<file path="config.mk">
export PLATFORM = sky130hd
export DESIGN_NAME = bcd_seg_display
export DESIGN_NICKNAME = d
export VERILOG_FILES = /design/src/rtl/seg_pkg.sv /design/src/rtl/seg7_encode.sv /design/src/rtl/bcd_seg_display.sv
export SDC_FILE = /design/constraint.sdc
export NUM_CORES = 1
export LEC_CHECK = 0
export CAP_MARGIN = 20
export CORE_UTILIZATION = 40
export DETAILED_ROUTE_END_ITERATION = 8
export PLACE_DENSITY_LB_ADDON = 0.05
export SYNTH_ARGS = -nofsm -noshare
export SYNTH_HDL_FRONTEND = slang
export SYNTH_SLANG_ARGS = --single-unit
</file>
<file path="constraint.sdc">
create_clock -name clk -period 4.1 [get_ports clk]
set_input_delay 0.82 -clock clk [delete_from_list [all_inputs] [get_ports clk]]
set_output_delay 0.82 -clock clk [all_outputs]
set_load 0.05 [all_outputs]
</file>
<file path="src/rtl/seg_pkg.sv">
// Shared definitions for the seven-segment readout.
// Contents:
//   SEG_TABLE     16-entry active-high pattern table (gfedcba), 10-15 show a dash
//   SEG_BLANK     all segments off
//   SEG_DASH      segment g only
//   state_t       conversion FSM states
//   pow10         constant function, 10**n
//   guard_nibbles constant function, extra BCD nibbles needed above the displayed digits
package seg_pkg;

   localparam logic [6:0] SEG_BLANK = 7'b0000000;
   localparam logic [6:0] SEG_DASH  = 7'b1000000;

   // Digit 9 deliberately leaves segment d dark to match the board artwork.
   localparam logic [6:0] SEG_TABLE [16] = '{
      7'b0111111,  // 0
      7'b0000110,  // 1
      7'b1011011,  // 2
      7'b1001111,  // 3
      7'b1100110,  // 4
      7'b1101101,  // 5
      7'b1111101,  // 6
      7'b0000111,  // 7
      7'b1111111,  // 8
      7'b1100111,  // 9
      7'b1000000,  // 10..15 cannot be produced by the converter; show a dash
      7'b1000000,
      7'b1000000,
      7'b1000000,
      7'b1000000,
      7'b1000000
   };

   typedef enum logic [1:0] {
      ST_IDLE  = 2'd0,
      ST_SHIFT = 2'd1,
      ST_DONE  = 2'd2
   } state_t;

   function automatic longint pow10(input int n);
      longint p;
      p = 64'd1;
      for (int i = 0; i < n; i++) begin
         p = p * 64'd10;
      end
      return p;
   endfunction

   // Zero when every IN_WIDTH value fits in the displayed digits; otherwise the
   // number of decimal digits of 2**in_width-1 (floor(n*log10(2))+1) beyond them.
   function automatic int guard_nibbles(input int in_width, input int num_digits,
                                        input longint p10);
      int need;
      need = (in_width * 30103) / 100000 + 1;
      if ((in_width < 62) && ((longint'(1) << in_width) <= p10)) begin
         return 0;
      end else if (need > num_digits) begin
         return need - num_digits;
      end else begin
         return 1;
      end
   endfunction

endpackage

</file>
<file path="src/rtl/seg7_encode.sv">
// Combinational encoder for one seven-segment digit.
// Ports:
//   digit      in  4  BCD digit to show
//   blank      in  1  force all segments off (wins over dash)
//   dash       in  1  show segment g only
//   active_low in  1  invert the final pattern (0 = lit)
//   segs       out 7  segment pattern, bit order gfedcba
module seg7_encode
   import seg_pkg::*;
(
   input  logic [3:0] digit,
   input  logic       blank,
   input  logic       dash,
   input  logic       active_low,
   output logic [6:0] segs
);

   logic [6:0] lit_s;

   // Pick the active-high pattern: blank, then dash, then the digit glyph.
   always_comb begin
      lit_s = SEG_BLANK;
      if (blank) begin
         lit_s = SEG_BLANK;
      end else if (dash) begin
         lit_s = SEG_DASH;
      end else begin
         lit_s = SEG_TABLE[digit];
      end
   end

   // Polarity is applied last so blank and dash invert consistently.
   assign segs = active_low ? ~lit_s : lit_s;

endmodule

</file>
<file path="src/rtl/bcd_seg_display.sv">
// Multi-digit decimal readout: sequential double-dabble conversion of an
// unsigned binary value, then per-digit seven-segment encoding with
// leading-zero blanking, overflow dashes and blinking.
// Ports:
//   clk        in  1             system clock
//   rst        in  1             synchronous reset, active-high
//   load       in  1             start a conversion of value (accepted only when idle)
//   value      in  IN_WIDTH      unsigned value to display
//   blink_en   in  1             enable blinking
//   blink_tick in  1             strobe that toggles the blink phase
//   busy       out 1             conversion in progress
//   done       out 1             one-cycle pulse when segs/overflow take the new result
//   overflow   out 1             last value did not fit in NUM_DIGITS digits
//   segs       out 7*NUM_DIGITS  digit k at [7k+6:7k], digit 0 = ones, gfedcba
module bcd_seg_display
   import seg_pkg::*;
#(
   parameter int IN_WIDTH   = 8,
   parameter int NUM_DIGITS = 3,
   parameter int ACTIVE_LOW = 1,
   parameter int BLANK_LZ   = 1
)(
   input  logic                    clk,
   input  logic                    rst,
   input  logic                    load,
   input  logic [IN_WIDTH-1:0]     value,
   input  logic                    blink_en,
   input  logic                    blink_tick,
   output logic                    busy,
   output logic                    done,
   output logic                    overflow,
   output logic [7*NUM_DIGITS-1:0] segs
);

   localparam longint POW10      = pow10(NUM_DIGITS);
   localparam int     GUARD      = guard_nibbles(IN_WIDTH, NUM_DIGITS, POW10);
   localparam int     BCD_DIGITS = NUM_DIGITS + GUARD;
   localparam int     BCD_W      = 4 * BCD_DIGITS;
   localparam int     DISP_W     = 4 * NUM_DIGITS;
   localparam int     WORK_W     = BCD_W + IN_WIDTH;
   localparam int     CNT_W      = (IN_WIDTH < 2) ? 1 : $clog2(IN_WIDTH);
   localparam logic [CNT_W-1:0] LAST_CNT = CNT_W'(IN_WIDTH - 1);

   state_t                    state_r;
   state_t                    state_next_s;
   logic [IN_WIDTH-1:0]       bin_r;
   logic [BCD_W-1:0]          bcd_r;
   logic [CNT_W-1:0]          cnt_r;
   logic [BCD_W-1:0]          adj_s;
   logic [WORK_W-1:0]         work_s;
   logic [BCD_W-1:0]          bcd_shift_s;
   logic [IN_WIDTH-1:0]       bin_shift_s;
   logic                      guard_nz_s;
   logic                      busy_r;
   logic                      done_r;
   logic                      ovf_r;
   logic                      phase_r;
   logic [DISP_W-1:0]         digits_r;
   logic [DISP_W-1:0]         digits_next_s;
   logic                      ovf_next_s;
   logic                      phase_next_s;
   logic [7*NUM_DIGITS-1:0]   enc_s;
   logic [7*NUM_DIGITS-1:0]   segs_r;

   // FSM state register.
   always_ff @(posedge clk) begin
      if (rst) begin
         state_r <= ST_IDLE;
      end else begin
         state_r <= state_next_s;
      end
   end

   // FSM next-state logic.
   always_comb begin
      state_next_s = state_r;
      case (state_r)
         ST_IDLE: begin
            if (load) begin
               state_next_s = ST_SHIFT;
            end else begin
               state_next_s = ST_IDLE;
            end
         end
         ST_SHIFT: begin
            if (cnt_r == LAST_CNT) begin
               state_next_s = ST_DONE;
            end else begin
               state_next_s = ST_SHIFT;
            end
         end
         ST_DONE:  state_next_s = ST_IDLE;
         default:  state_next_s = ST_IDLE;
      endcase
   end

   // Add-3 correction on every nibble that would overflow past 9 when doubled.
   always_comb begin
      adj_s = bcd_r;
      for (int k = 0; k < BCD_DIGITS; k++) begin
         if (bcd_r[4*k +: 4] >= 4'd5) begin
            adj_s[4*k +: 4] = bcd_r[4*k +: 4] + 4'd3;
         end else begin
            adj_s[4*k +: 4] = bcd_r[4*k +: 4];
         end
      end
   end

   // The top BCD bit drops out of the shift; it is always zero given the guard sizing.
   assign work_s = {adj_s, bin_r} << 1'b1;
   assign bcd_shift_s = work_s[WORK_W-1:IN_WIDTH];
   assign bin_shift_s = work_s[IN_WIDTH-1:0];

   if (GUARD > 0) begin : g_guard
      assign guard_nz_s = |bcd_shift_s[BCD_W-1:DISP_W];
   end else begin : g_no_guard
      assign guard_nz_s = 1'b0;
   end

   // Conversion datapath: capture on load, shift once per SHIFT cycle.
   always_ff @(posedge clk) begin
      if (rst) begin
         bin_r <= '0;
         bcd_r <= '0;
         cnt_r <= '0;
      end else begin
         case (state_r)
            ST_IDLE: begin
               if (load) begin
                  bin_r <= value;
                  bcd_r <= '0;
                  cnt_r <= '0;
               end
            end
            ST_SHIFT: begin
               bin_r <= bin_shift_s;
               bcd_r <= bcd_shift_s;
               cnt_r <= cnt_r + CNT_W'(1);
            end
            default: begin
               bin_r <= bin_r;
               bcd_r <= bcd_r;
               cnt_r <= cnt_r;
            end
         endcase
      end
   end

   // Next displayed state. The result is taken straight from the final shift
   // so the registered segs change in the same cycle done is high.
   always_comb begin
      digits_next_s = digits_r;
      ovf_next_s    = ovf_r;
      phase_next_s  = phase_r;
      if (rst) begin
         digits_next_s = '0;
         ovf_next_s    = 1'b0;
         phase_next_s  = 1'b0;
      end else begin
         if ((state_r == ST_SHIFT) && (state_next_s == ST_DONE)) begin
            digits_next_s = bcd_shift_s[DISP_W-1:0];
            ovf_next_s    = guard_nz_s;
         end else begin
            digits_next_s = digits_r;
            ovf_next_s    = ovf_r;
         end
         if (!blink_en) begin
            phase_next_s = 1'b0;
         end else if (blink_tick) begin
            phase_next_s = ~phase_r;
         end else begin
            phase_next_s = phase_r;
         end
      end
   end

   // One encoder per digit; digit 0 is never blanked as a leading zero.
   for (genvar k = 0; k < NUM_DIGITS; k++) begin : g_digit
      logic lz_s;
      if (k == 0) begin : g_lsd
         assign lz_s = 1'b0;
      end else begin : g_hi
         assign lz_s = (BLANK_LZ != 0) && (digits_next_s[DISP_W-1:4*k] == '0);
      end
      seg7_encode u_enc (
         .digit      (digits_next_s[4*k +: 4]),
         .blank      (phase_next_s | (lz_s & ~ovf_next_s)),
         .dash       (ovf_next_s),
         .active_low (ACTIVE_LOW != 0),
         .segs       (enc_s[7*k +: 7])
      );
   end

   // Status, latched result and registered segment outputs.
   always_ff @(posedge clk) begin
      if (rst) begin
         busy_r   <= 1'b0;
         done_r   <= 1'b0;
         digits_r <= '0;
         ovf_r    <= 1'b0;
         phase_r  <= 1'b0;
      end else begin
         busy_r   <= (state_next_s != ST_IDLE);
         done_r   <= (state_next_s == ST_DONE);
         digits_r <= digits_next_s;
         ovf_r    <= ovf_next_s;
         phase_r  <= phase_next_s;
      end
      segs_r <= enc_s;
   end

   assign busy     = busy_r;
   assign done     = done_r;
   assign overflow = ovf_r;
   assign segs     = segs_r;

endmodule

</file>
==> results of run 1 <==
worst register-to-register path: stages (launching register included):
cell and delay [ps]:
sky130_fd_sc_hd__dfxtp_1 320, sky130_fd_sc_hd__ha_1 210, sky130_fd_sc_hd__ha_1 210, sky130_fd_sc_hd__nand3b_1 90
sky130_fd_sc_hd__buf_4 200, sky130_fd_sc_hd__nor2_1 80, sky130_fd_sc_hd__a221oi_2 490, sky130_fd_sc_hd__nor2_1 150
sky130_fd_sc_hd__inv_1 130, sky130_fd_sc_hd__ha_1 200, sky130_fd_sc_hd__o311ai_2 150, sky130_fd_sc_hd__or4_4 590
sky130_fd_sc_hd__o211a_4 190, sky130_fd_sc_hd__nand2b_2 70
report_power, final:
group	total [mW]	internal (mW)	switching [mW]	leakage, nW
logic	0.0818	0.0340	0.0478	0.876
registers	0.622	0.615	0.00659	0.504
clock network	0.682	0.451	0.231	0.129
through the flow:
step	setup slack (ps)	hold WS [ps]	area, um2	instances
5_1_grt	788.6	498.1	3732	472
3_5_place_dp	739.5	466.9	3477	457
4_1_cts	987.8	475.4	3732	472
3_3_place_gp	842.7	465.5	3477	457
6_report	994.3	471.0	3732	472
2_1_floorplan	1215	444.2	3044	334
Yosys cell counts, types with 2 or more instances:
library cell / n / area share (%)
sky130_fd_sc_hd__dfxtp_1: 62 / 41
sky130_fd_sc_hd__nor2_1: 45 / 5.5
sky130_fd_sc_hd__ha_1: 21 / 8.6
sky130_fd_sc_hd__a21oi_1: 19 / 3.1
sky130_fd_sc_hd__inv_1: 18 / 2.2
sky130_fd_sc_hd__a211oi_1: 14 / 3.5
sky130_fd_sc_hd__nor3_1: 13 / 2.1
sky130_fd_sc_hd__nand2_1: 12 / 1.5
sky130_fd_sc_hd__o21ai_0: 12 / 2.0
sky130_fd_sc_hd__mux2i_1: 10 / 3.3
sky130_fd_sc_hd__a22oi_1: 8 / 2.0
sky130_fd_sc_hd__clkbuf_1: 7 / 0.86
sky130_fd_sc_hd__buf_2: 5 / 0.82
sky130_fd_sc_hd__nand3_1: 5 / 0.82
sky130_fd_sc_hd__nand3b_1: 5 / 1.2
sky130_fd_sc_hd__nor3b_1: 5 / 1.2
sky130_fd_sc_hd__and3_1: 4 / 0.82
sky130_fd_sc_hd__or3_1: 4 / 0.82
sky130_fd_sc_hd__a311o_1: 3 / 0.99
sky130_fd_sc_hd__and2b_1: 3 / 0.74
sky130_fd_sc_hd__buf_1: 3 / 0.37
sky130_fd_sc_hd__buf_6: 3 / 1.1
sky130_fd_sc_hd__inv_2: 3 / 0.37
sky130_fd_sc_hd__nand2b_1: 3 / 0.62
sky130_fd_sc_hd__nand2b_2: 3 / 0.86
sky130_fd_sc_hd__o21ai_2: 3 / 0.86
sky130_fd_sc_hd__xnor2_1: 3 / 0.86
sky130_fd_sc_hd__a21bo_2: 2 / 0.66
sky130_fd_sc_hd__a21o_1: 2 / 0.49
sky130_fd_sc_hd__inv_4: 2 / 0.41
sky130_fd_sc_hd__mux2_2: 2 / 0.74
sky130_fd_sc_hd__o211ai_1: 2 / 0.49
sky130_fd_sc_hd__o21ai_1: 2 / 0.33
sky130_fd_sc_hd__o31a_1: 2 / 0.58
sky130_fd_sc_hd__o31ai_1: 2 / 0.49
registers in the layout (all words and copies together), names as in the netlist:
signal / cells
phase_r: 1
busy: 1
digits_r: 12
bcd_r: 12
done: 1
state_r: 2
cnt_r: 3
segs: 21
bin_r: 8
overflow: 1
cell families after synthesis:
| logic type | after synthesis |
|---|---|
| fa+ha+maj | 21 |
| buf+inv | 41 |
| compound gates | 85 |
| mux | 12 |
| xor+xnor | 4 |
| flops | 62 |
| simple gates | 109 |
layout make-up:
cell class	count	area, um2
Inverter	23	91.34
Timing Repair Buffer	42	405.4
Clock inverter	3	90.09
Sequential cell	62	1241
Clock buffer	12	165.2
Fill cell	728	3560
Multi-Input combinational cell	231	1615
Tap cell	99	123.9
per-layer routing:
layer  vias to the layer above  GRT usage (%)  routed length, um
li1                       1257              -                  -
met1                      1098          23.92               3243
met2                        46          26.44               2730
met3                         7          3.139                239
met4                         0          6.638                 66
met5                         -              0                  0
cells in the final DEF, fill, tap and decap left out, types with 3 or more instances in the layout:
cell / count
sky130_fd_sc_hd__bufinv_16: 3
sky130_fd_sc_hd__nand2_1: 12
sky130_fd_sc_hd__or3_1: 4
sky130_fd_sc_hd__nor2_1: 45
sky130_fd_sc_hd__a21oi_1: 19
sky130_fd_sc_hd__a311o_1: 3
sky130_fd_sc_hd__and2b_1: 3
sky130_fd_sc_hd__nand3_1: 5
sky130_fd_sc_hd__mux2i_1: 10
sky130_fd_sc_hd__o21ai_2: 3
sky130_fd_sc_hd__inv_1: 18
sky130_fd_sc_hd__clkdlybuf4s50_1: 36
sky130_fd_sc_hd__and3_1: 4
sky130_fd_sc_hd__nand2b_2: 3
sky130_fd_sc_hd__nand2b_1: 3
sky130_fd_sc_hd__nor3_1: 13
sky130_fd_sc_hd__ha_1: 21
sky130_fd_sc_hd__clkbuf_8: 12
sky130_fd_sc_hd__inv_2: 3
sky130_fd_sc_hd__nand3b_1: 5
sky130_fd_sc_hd__buf_4: 6
sky130_fd_sc_hd__nor3b_1: 5
sky130_fd_sc_hd__dfxtp_1: 62
sky130_fd_sc_hd__a211oi_1: 14
sky130_fd_sc_hd__a22oi_1: 8
sky130_fd_sc_hd__xnor2_1: 3
sky130_fd_sc_hd__o21ai_0: 12
how the worst max path moves through the flow:
stage | from | to | slack (ps) | depth (start not counted)
floorplan | rst | segs[12] | 1220 | 10
global placement | rst | segs[3] | 840 | 9
detailed placement | rst | segs[3] | 740 | 9
CTS | cnt_r[0] | segs[7] | 990 | 13
global route | cnt_r[0] | segs[7] | 790 | 13
finish | cnt_r[0] | segs[8] | 990 | 13
==> impl_metrics.py, run 1 <==
metrics = {
    "outcome": {
        "status": "completed",
    },
    "finish": {
        "finish.net_count": 403,
        "final_layout_size_suffix_gt1_share_pct": 12.33,
        "diodes": 0,
        "end_of_flow_core_utilization_pct": 51.18,
        "areaGrowthSynthToFinish_pct": 22.61,
    },
    "clocking": {
        "clk_pin_slew_worst_paths_ps": 70,
        "post_cts_resized": 0,
        "clock_insertion_delay_worst_skew_ps": 340,
        "htreeDepth": 3,
        "tritoncts_clock_tree": "yes",
        "cts-buffers-inserted": 9,
        "ctsHoldBuffers": 0,
        "cts_root_buf": "sky130_fd_sc_hd__clkbuf_8",
        "cts.path.max_buffers": 2,
        "cts_post_setup_buffers_inserted": 0,
        "cts_num_sinks": 62,
    },
    "die": {
        "ios": 37,
        "core_region_area_um2": 7292,
        "placement_rows": 31,
        "die_area_um2": 7963,
        "initial_utilization_pct": 41.75,
        "die_height_um": 89.24,
        "die-width_um": 89.24,
    },
    "critical_path": {
        "arrival_time_of_data_at_the_critical_path_endpoint_ps": 3390,
        "timing.reg2reg.setup_slack_ps": 990,
        "worst_r2r_endpoint": "segs[8]",
        "crit_required_ps": 4390,
        "critPathTopFamily": "simple AND/OR/NAND/NOR gates",
        "reg2reg_depth": 13,
        "path_class": "register to register",
        "critPathCaptureType": "register",
        "slowest_delay_ps": 590,
        "startpoint_type": "register",
        "crit_fanout": 12,
        "crit_buf_inv": 2,
        "critical-path-top-cell-by-count": "sky130_fd_sc_hd__ha_1",
        "critical_path.slowest_cell": "sky130_fd_sc_hd__or4_4",
        "rr_startpoint": "cnt_r[0]",
        "worst_path_cell_chain": "ha_1 > ha_1 > nand3b_1 > buf_4 > nor2_1 > a221oi_2 > nor2_1 > inv_1 > ha_1 > o311ai_2 > or4_4 > o211a_4 > nand2b_2",
    },
    "power_and_ir_drop": {
        "powerDensity_nw_per_um2": 371.3,
        "total_leakage_power_nw": 1.509,
        "irDropWorstVdd_mv": 0.1855,
        "totalPowerFinal_mw": 1.386,
    },
    "grt": {
        "grt.total_usage_pct": 17.19,
        "grt_pass1_wl_um": 10370,
        "antenna_violations_before_repair": 0,
        "via_count_of_the_first_global_routing_pass": 2152,
        "grt.overflow.total": 0,
        "largest_net_degree_at_the_start_of_global_routing": 23,
    },
    "yosys": {
        "yosys_warnings": 0,
        "post_synth_num_cell_types": 57,
        "post_synth.cell_area_avg_um2": 9.114,
        "postSynthRegisterBits": 62,
        "syn_area_um2": 3044,
        "fraction_of_the_mapped_netlist_area_in_compound_gates_pct": 20.67,
        "synth_top_family_by_area": "compound AO/OA/AOI/OAI gates",
        "synth_simple_gate_area_share_pct": 18.58,
        "muxShareOfSynthArea_pct": 4.028,
        "synth-async-reset-ratio_pct": 0,
        "proportion_of_synthesized_chip_area_in_sequential_cells_pct": 40.77,
        "synth.net_count": 368,
        "synth_fa_ha_area_share_pct": 8.631,
        "synth_top_flop_cell": "sky130_fd_sc_hd__dfxtp_1",
        "synthesized_area_fraction_occupied_by_xor_and_xnor_cells_pct": 1.151,
        "synthCells": 334,
        "count_of_flip_flops_with_a_built_in_enable_after_synthesis": 0,
    },
    "detailed_routing": {
        "drt-total-wl_um": 6280,
        "avgViaCountPerCell": 5.102,
        "detailroute.via_count": 2408,
        "detail_route.drc_violations": 0,
        "antenna_violating_nets_post_route": 0,
        "drt_pass_1_iters": 5,
        "drtIter0Drc": 91,
        "avgRoutedWirePerCell_um": 13.31,
    },
    "hold_path": {
        "min_delay_path_class": "register to register",
        "min_path_cells": 2,
        "timing.hold.worst_endpoint": "digits_r[0]",
        "min-delay-start": "digits_r[0]",
    },
    "placement": {
        "buffer_ports.inserted": 36,
        "place.detailed.hpwl_um": 4423,
        "place.gp.congestion": 0.7939,
    },
    "sta": {
        "finalSetupViolations": 0,
        "share_of_the_clock_period_used_by_the_worst_path_pct": 75.75,
        "setup-tns-final_ps": 0,
        "report.final.slew_viol_count": 0,
        "worst_clock_skew_ps": 11.56,
        "max_slew_margin_pct": 44.08,
        "fin_crit_ps": 3106,
        "max_slew.worst_pin.slew_ps": 838.8,
        "unrepaired_setup_endpoints_after_global_routing": "false",
        "finalHoldViolations": 0,
        "timing.fmax_ghz": 0.3220,
    },
    "run": {
        "max_cap_violations": 0,
    },
}
Note: power is estimated with default switching activity, not from simulation.
==> run 2: changes to the inputs <==
clock period = 2.6 ns   (was 4.1 ns; I/O delays follow)
==> impl_metrics.py, run 2 (synthesis gave the netlist of run 1 again) <==
metrics = {
    "critical_path": {
        "rr_startpoint": "cnt_r[0]",
        "slowest_delay_ps": 530,
        "arrival_time_of_data_at_the_critical_path_endpoint_ps": 2780,
        "startpoint_type": "register",
        "reg2reg_depth": 12,
        "worst_r2r_endpoint": "segs[12]",
        "critical-path-top-cell-by-count": "sky130_fd_sc_hd__ha_4",
        "crit_required_ps": 2880,
        "worst_path_cell_chain": "ha_4 > ha_4 > nand3b_1 > buf_4 > a221oi_4 > nor2_2 > inv_2 > ha_4 > o311ai_4 > or4_4 > o211a_4 > o21ai_2",
        "critical_path.slowest_cell": "sky130_fd_sc_hd__or4_4",
        "timing.reg2reg.setup_slack_ps": 100,
        "crit_fanout": 4,
        "path_class": "register to register",
        "critPathCaptureType": "register",
        "crit_start": "cnt_r[0]",
        "setup.worst_path.end": "segs[12]",
    },
    "placement": {
        "buffer_ports.inserted": 36,
        "dp.cells": 487,
        "place.detailed.hpwl_um": 4716,
        "place.gp.congestion": 0.8132,
    },
    "detailed_routing": {
        "avgRoutedWirePerCell_um": 12.83,
        "drtIter0Drc": 54,
        "antenna_violating_nets_post_route": 0,
        "detailroute.via_count": 2545,
        "drt-total-wl_um": 6531,
        "avgViaCountPerCell": 5.000,
        "detail_route.drc_violations": 0,
        "drt_pass_1_iters": 4,
    },
    "die": {
        "ios": 37,
        "core_region_area_um2": 7292,
        "die_area_um2": 7963,
        "die_height_um": 89.24,
        "placement_rows": 31,
        "die-width_um": 89.24,
        "initial_utilization_pct": 41.75,
    },
    "finish": {
        "finish.net_count": 439,
        "areaGrowthSynthToFinish_pct": 34.16,
        "max_ffs_per_register": 21,
        "diodes": 0,
        "multi_input_comb_area_um2": 1744,
        "mostFrequentLayoutCell": "sky130_fd_sc_hd__dfxtp_1",
        "end_of_flow_core_utilization_pct": 56.01,
        "count_of_placed_standard_cells_in_the_final_layout_fillers_left_out": 509,
        "final_layout_size_suffix_gt1_share_pct": 24.88,
        "n_fill_cell": 689,
        "area.sequential_um2": 1249,
        "mostFrequentLayoutCells": "sky130_fd_sc_hd__dfxtp_1, sky130_fd_sc_hd__nor2_1, sky130_fd_sc_hd__buf_4",
    },
    "grt": {
        "grt.total_usage_pct": 17.56,
        "grt_pass1_wl_um": 10570,
        "largest_net_degree_at_the_start_of_global_routing": 25,
        "antenna_violations_before_repair": 0,
        "via_count_of_the_first_global_routing_pass": 2331,
        "grt.overflow.total": 0,
    },
    "power_and_ir_drop": {
        "totalPowerFinal_mw": 1.987,
        "total_leakage_power_nw": 1.667,
        "irDropWorstVdd_mv": 0.3280,
        "powerDensity_nw_per_um2": 486.7,
    },
    "clocking": {
        "cts_num_sinks": 62,
        "tritoncts_clock_tree": "yes",
        "htreeDepth": 3,
        "cts.path.max_buffers": 2,
        "ctsHoldBuffers": 0,
        "clk_pin_slew_worst_paths_ps": 70,
        "clock_insertion_delay_worst_skew_ps": 340,
        "cts_root_buf": "sky130_fd_sc_hd__clkbuf_8",
        "cts-buffers-inserted": 9,
    },
    "hold_path": {
        "min_delay_path_class": "register to register",
    },
    "sta": {
        "max_slew_margin_pct": 66.67,
        "share_of_the_clock_period_used_by_the_worst_path_pct": 96.12,
        "report.final.slew_viol_count": 0,
        "timing.fmax_ghz": 0.4001,
        "finalSetupViolations": 0,
        "timing.hold.ws_ps": 468.8,
        "max_slew.worst_pin.slew_ps": 498.4,
        "finalHoldViolations": 0,
        "worst_clock_skew_ps": 10.21,
        "unrepaired_setup_endpoints_after_global_routing": "true",
        "setup-tns-final_ps": 0,
        "fin_crit_ps": 2499,
    },
    "outcome": {
        "status": "completed",
    },
    "run": {
        "max_cap_violations": 0,
    },
}
-- run 2: what timing repair did --
item / in CTS / in global routing
pin swaps: 3 / 4
gates cloned: 0 / 0
setup buffers: 1 / 5
setup endpoints to repair: 4 / 15
gates resized for setup: 3 / 19
-- run 2: worst min-delay path by stage --
stage	startpoint	endpoint	slack [ps]	depth (start not counted)
after floorplan	digits_r[0]	digits_r[0]	440	2
after global placement	digits_r[0]	digits_r[0]	460	2
after detailed placement	digits_r[0]	digits_r[0]	460	2
after CTS	digits_r[0]	digits_r[0]	480	2
after global routing	digits_r[0]	digits_r[0]	500	2
final	digits_r[0]	digits_r[0]	470	2
-- run 2: area by class of cell --
type                            count  share of cell area, %
Clock buffer                       12                  3.799
Inverter                           23                  2.237
Tap cell                           99                  3.033
Multi-Input combinational cell    231                  42.71
Sequential cell                    62                  30.58
Timing Repair Buffer               78                  16.54
Clock inverter                      4                  1.103
-- run 2: through the flow --
step                worst slack [ps]  area, um2
floorplan                      9.411       3072
global placement               55.45       3730
detailed placement             4.207       3730
CTS                            16.60       3960
global route                  -34.67       4084
finish                         100.9       4084
-- run 2: routing by layer --
metal | GRT usage, % | part of all wire (%) | vias to the layer above
met4 | 8.369 | 1.6 | 0
met3 | 3.970 | 4.3 | 10
met5 | 0 | 0 | -
met2 | 27.97 | 45 | 56
li1 | - | - | 1318
met1 | 22.56 | 49 | 1161
-- run 2: critical path: cells and delay by family, from the launching register on --
kind,cells,cell delay [ps]
buffers and inverters,2,280
AND/OR/NAND/NOR,3,770
adder cells (fa/ha/maj),3,400
flip-flops,1,360
AO/OA/AOI/OAI,4,630
-- run 2: power by group --
part           internal [mW]  switching, mW  total (mW)
clock network          0.490          0.371       0.862
registers              0.970         0.0114       0.981
logic                 0.0653         0.0791       0.144
==> run 3: changes to the inputs <==
clock period = 2.65 ns   (was 2.6 ns; I/O delays follow)
==> impl_metrics.py, run 3 (synthesis gave the netlist of run 1 again) <==
metrics = {
    "placement": {
        "buffer_ports.inserted": 36,
        "place.detailed.hpwl_um": 4688,
        "dp_worst_slack_ps": 15.95,
        "place.gp.congestion": 0.8371,
    },
    "clocking": {
        "htreeDepth": 3,
        "cts-buffers-inserted": 9,
        "tritoncts_clock_tree": "yes",
        "clock_insertion_delay_worst_skew_ps": 340,
        "cts.path.max_buffers": 2,
        "clk_pin_slew_worst_paths_ps": 70,
        "cts_num_sinks": 62,
        "cts_root_buf": "sky130_fd_sc_hd__clkbuf_8",
    },
    "grt": {
        "grt.total_usage_pct": 17.98,
        "gr-usage-met1_pct": 24.49,
        "grt.met2_usage_pct": 27.48,
        "via_count_of_the_first_global_routing_pass": 2284,
        "grt.busiest_layer": "met2",
        "grt_pass1_wl_um": 10870,
        "antenna_violations_before_repair": 0,
        "largest_net_degree_at_the_start_of_global_routing": 27,
        "grt.overflow.total": 0,
        "routing_usage_on_met3_pct": 3.601,
    },
    "sta": {
        "max_slew.worst_pin.slew_ps": 500.6,
        "share_of_the_clock_period_used_by_the_worst_path_pct": 96.23,
        "finalHoldViolations": 0,
        "worst_clock_skew_ps": 7.084,
        "max_slew_margin_pct": 66.52,
        "fin_crit_ps": 2550,
        "final.setup.worst_slack_ps": 99.99,
        "finalSetupViolations": 0,
        "report.final.slew_viol_count": 0,
        "timing.fmax_ghz": 0.3922,
    },
    "power_and_ir_drop": {
        "clkPwrFrac_pct": 45.8,
        "irDropWorstVdd_mv": 0.3186,
        "power.switching_uw": 462.0,
        "totalPowerFinal_mw": 2.026,
        "share_seq_of_total_power_pct": 47.5,
        "powerDensity_nw_per_um2": 509.2,
        "p_sw_share_pct": 22.81,
        "p_int_mw": 1.564,
        "combPwrFrac_pct": 6.7,
        "total_leakage_power_nw": 1.641,
    },
    "hold_path": {
        "min_delay_path_class": "register to register",
    },
    "finish": {
        "end_of_flow_core_utilization_pct": 54.56,
        "areaGrowthSynthToFinish_pct": 30.70,
        "diodes": 0,
        "mostFrequentLayoutCells": "sky130_fd_sc_hd__dfxtp_1, sky130_fd_sc_hd__nor2_1, sky130_fd_sc_hd__buf_4",
        "finish.net_count": 434,
        "final_layout_size_suffix_gt1_share_pct": 21.98,
        "max_ffs_per_register": 21,
        "n_fill_cell": 710,
        "mostFrequentLayoutCell": "sky130_fd_sc_hd__dfxtp_1",
    },
    "die": {
        "initial_utilization_pct": 41.75,
        "die_area_um2": 7963,
        "placement_rows": 31,
        "die_height_um": 89.24,
        "ios": 37,
        "core_region_area_um2": 7292,
        "die-width_um": 89.24,
    },
    "detailed_routing": {
        "drt_pass_1_iters": 4,
        "drt-total-wl_um": 6437,
        "detail_route.drc_violations": 0,
        "drtIter0Drc": 108,
        "avgRoutedWirePerCell_um": 12.77,
        "detailroute.via_count": 2505,
        "antenna_violating_nets_post_route": 0,
        "avgViaCountPerCell": 4.970,
    },
    "critical_path": {
        "crit_fanout": 4,
        "startpoint_type": "register",
        "path_class": "register to register",
        "critPathCaptureType": "register",
        "crit_required_ps": 2920,
        "arrival_time_of_data_at_the_critical_path_endpoint_ps": 2820,
    },
    "run": {
        "max_cap_violations": 0,
    },
    "outcome": {
        "status": "completed",
    },
}
run 3: cell count changes in the layout (fill, tap and decap cells not counted), moves of 2 or more:
| cell | before | now |
|---|---|---|
| sky130_fd_sc_hd__buf_4 | 42 | 37 |
| sky130_fd_sc_hd__dfxtp_1 | 58 | 61 |
| sky130_fd_sc_hd__a21oi_1 | 17 | 19 |
| sky130_fd_sc_hd__a21oi_2 | 2 | 0 |
| sky130_fd_sc_hd__clkinvlp_4 | 0 | 2 |
| sky130_fd_sc_hd__dfxtp_2 | 3 | 1 |
| sky130_fd_sc_hd__ha_4 | 3 | 1 |
| sky130_fd_sc_hd__nand2b_4 | 2 | 0 |
run 3: critical path, stage by stage (launching register included):
cell	delay, ps
sky130_fd_sc_hd__dfxtp_2	330
sky130_fd_sc_hd__ha_1	200
sky130_fd_sc_hd__ha_2	190
sky130_fd_sc_hd__nand3b_1	200
sky130_fd_sc_hd__nor2_2	60
sky130_fd_sc_hd__a221oi_2	290
sky130_fd_sc_hd__nor2_2	70
sky130_fd_sc_hd__inv_2	80
sky130_fd_sc_hd__ha_4	140
sky130_fd_sc_hd__o311ai_4	90
sky130_fd_sc_hd__or4_4	590
sky130_fd_sc_hd__o211a_4	190
sky130_fd_sc_hd__o21ai_2	60
run 3: power groups by stage:
stage / clock (mW) / sequential [mW] / combinational, mW
final: 0.928 / 0.962 / 0.136
after global routing: 0.999 / 0.964 / 0.151
after CTS: 0.962 / 0.962 / 0.138
after detailed placement: 0 / 0.983 / 0.137
after floorplan: 0 / 1.00 / 0.0606
after global placement: 0 / 0.983 / 0.136
run 3: per-stage QoR:
step	area, um2	std cells	hold WS (ps)	setup TNS (ps)
after global placement	3685	484	453.9	0
final	3979	504	465.6	0
after detailed placement	3685	484	455.6	0
after CTS	3909	500	465.5	0
after floorplan	3049	334	444.2	0
after global routing	3979	504	506.3	-37.30
run 3: worst paths after layout:
| path | start | endpoint | slack [ps] | cells after the start |
|---|---|---|---|---|
| setup / recovery | cnt_r[0] | segs[9] | 100 | 12 |
| hold / removal | digits_r[0] | digits_r[0] | 470 | 2 |
| setup reg to reg | cnt_r[0] | segs[9] | 100 | 12 |
| hold reg to reg | digits_r[0] | digits_r[0] | 470 | 2 |
run 3: repair_timing:
item,4_1_cts,5_1_grt
setup endpoints to repair,1,10
hold buffers,0,0
setup buffers,0,4
gates resized for setup,1,11
pin swaps,0,5
run 3: metal layers:
metal  vias up  share of wire, %
met5         -                 0
met4         0              0.64
met3         4               2.8
met2        38                46
met1      1147                50
li1       1316                 -
run 3: layout make-up:
type                            count  area (um2)  area share [%]
Inverter                           23       91.34           2.296
Timing Repair Buffer               73       638.1           16.04
Clock inverter                      6       85.08           2.138
Tap cell                           99       123.9           3.113
Sequential cell                    62        1242           31.23
Multi-Input combinational cell    231        1660           41.73
Clock buffer                       10       137.6           3.459
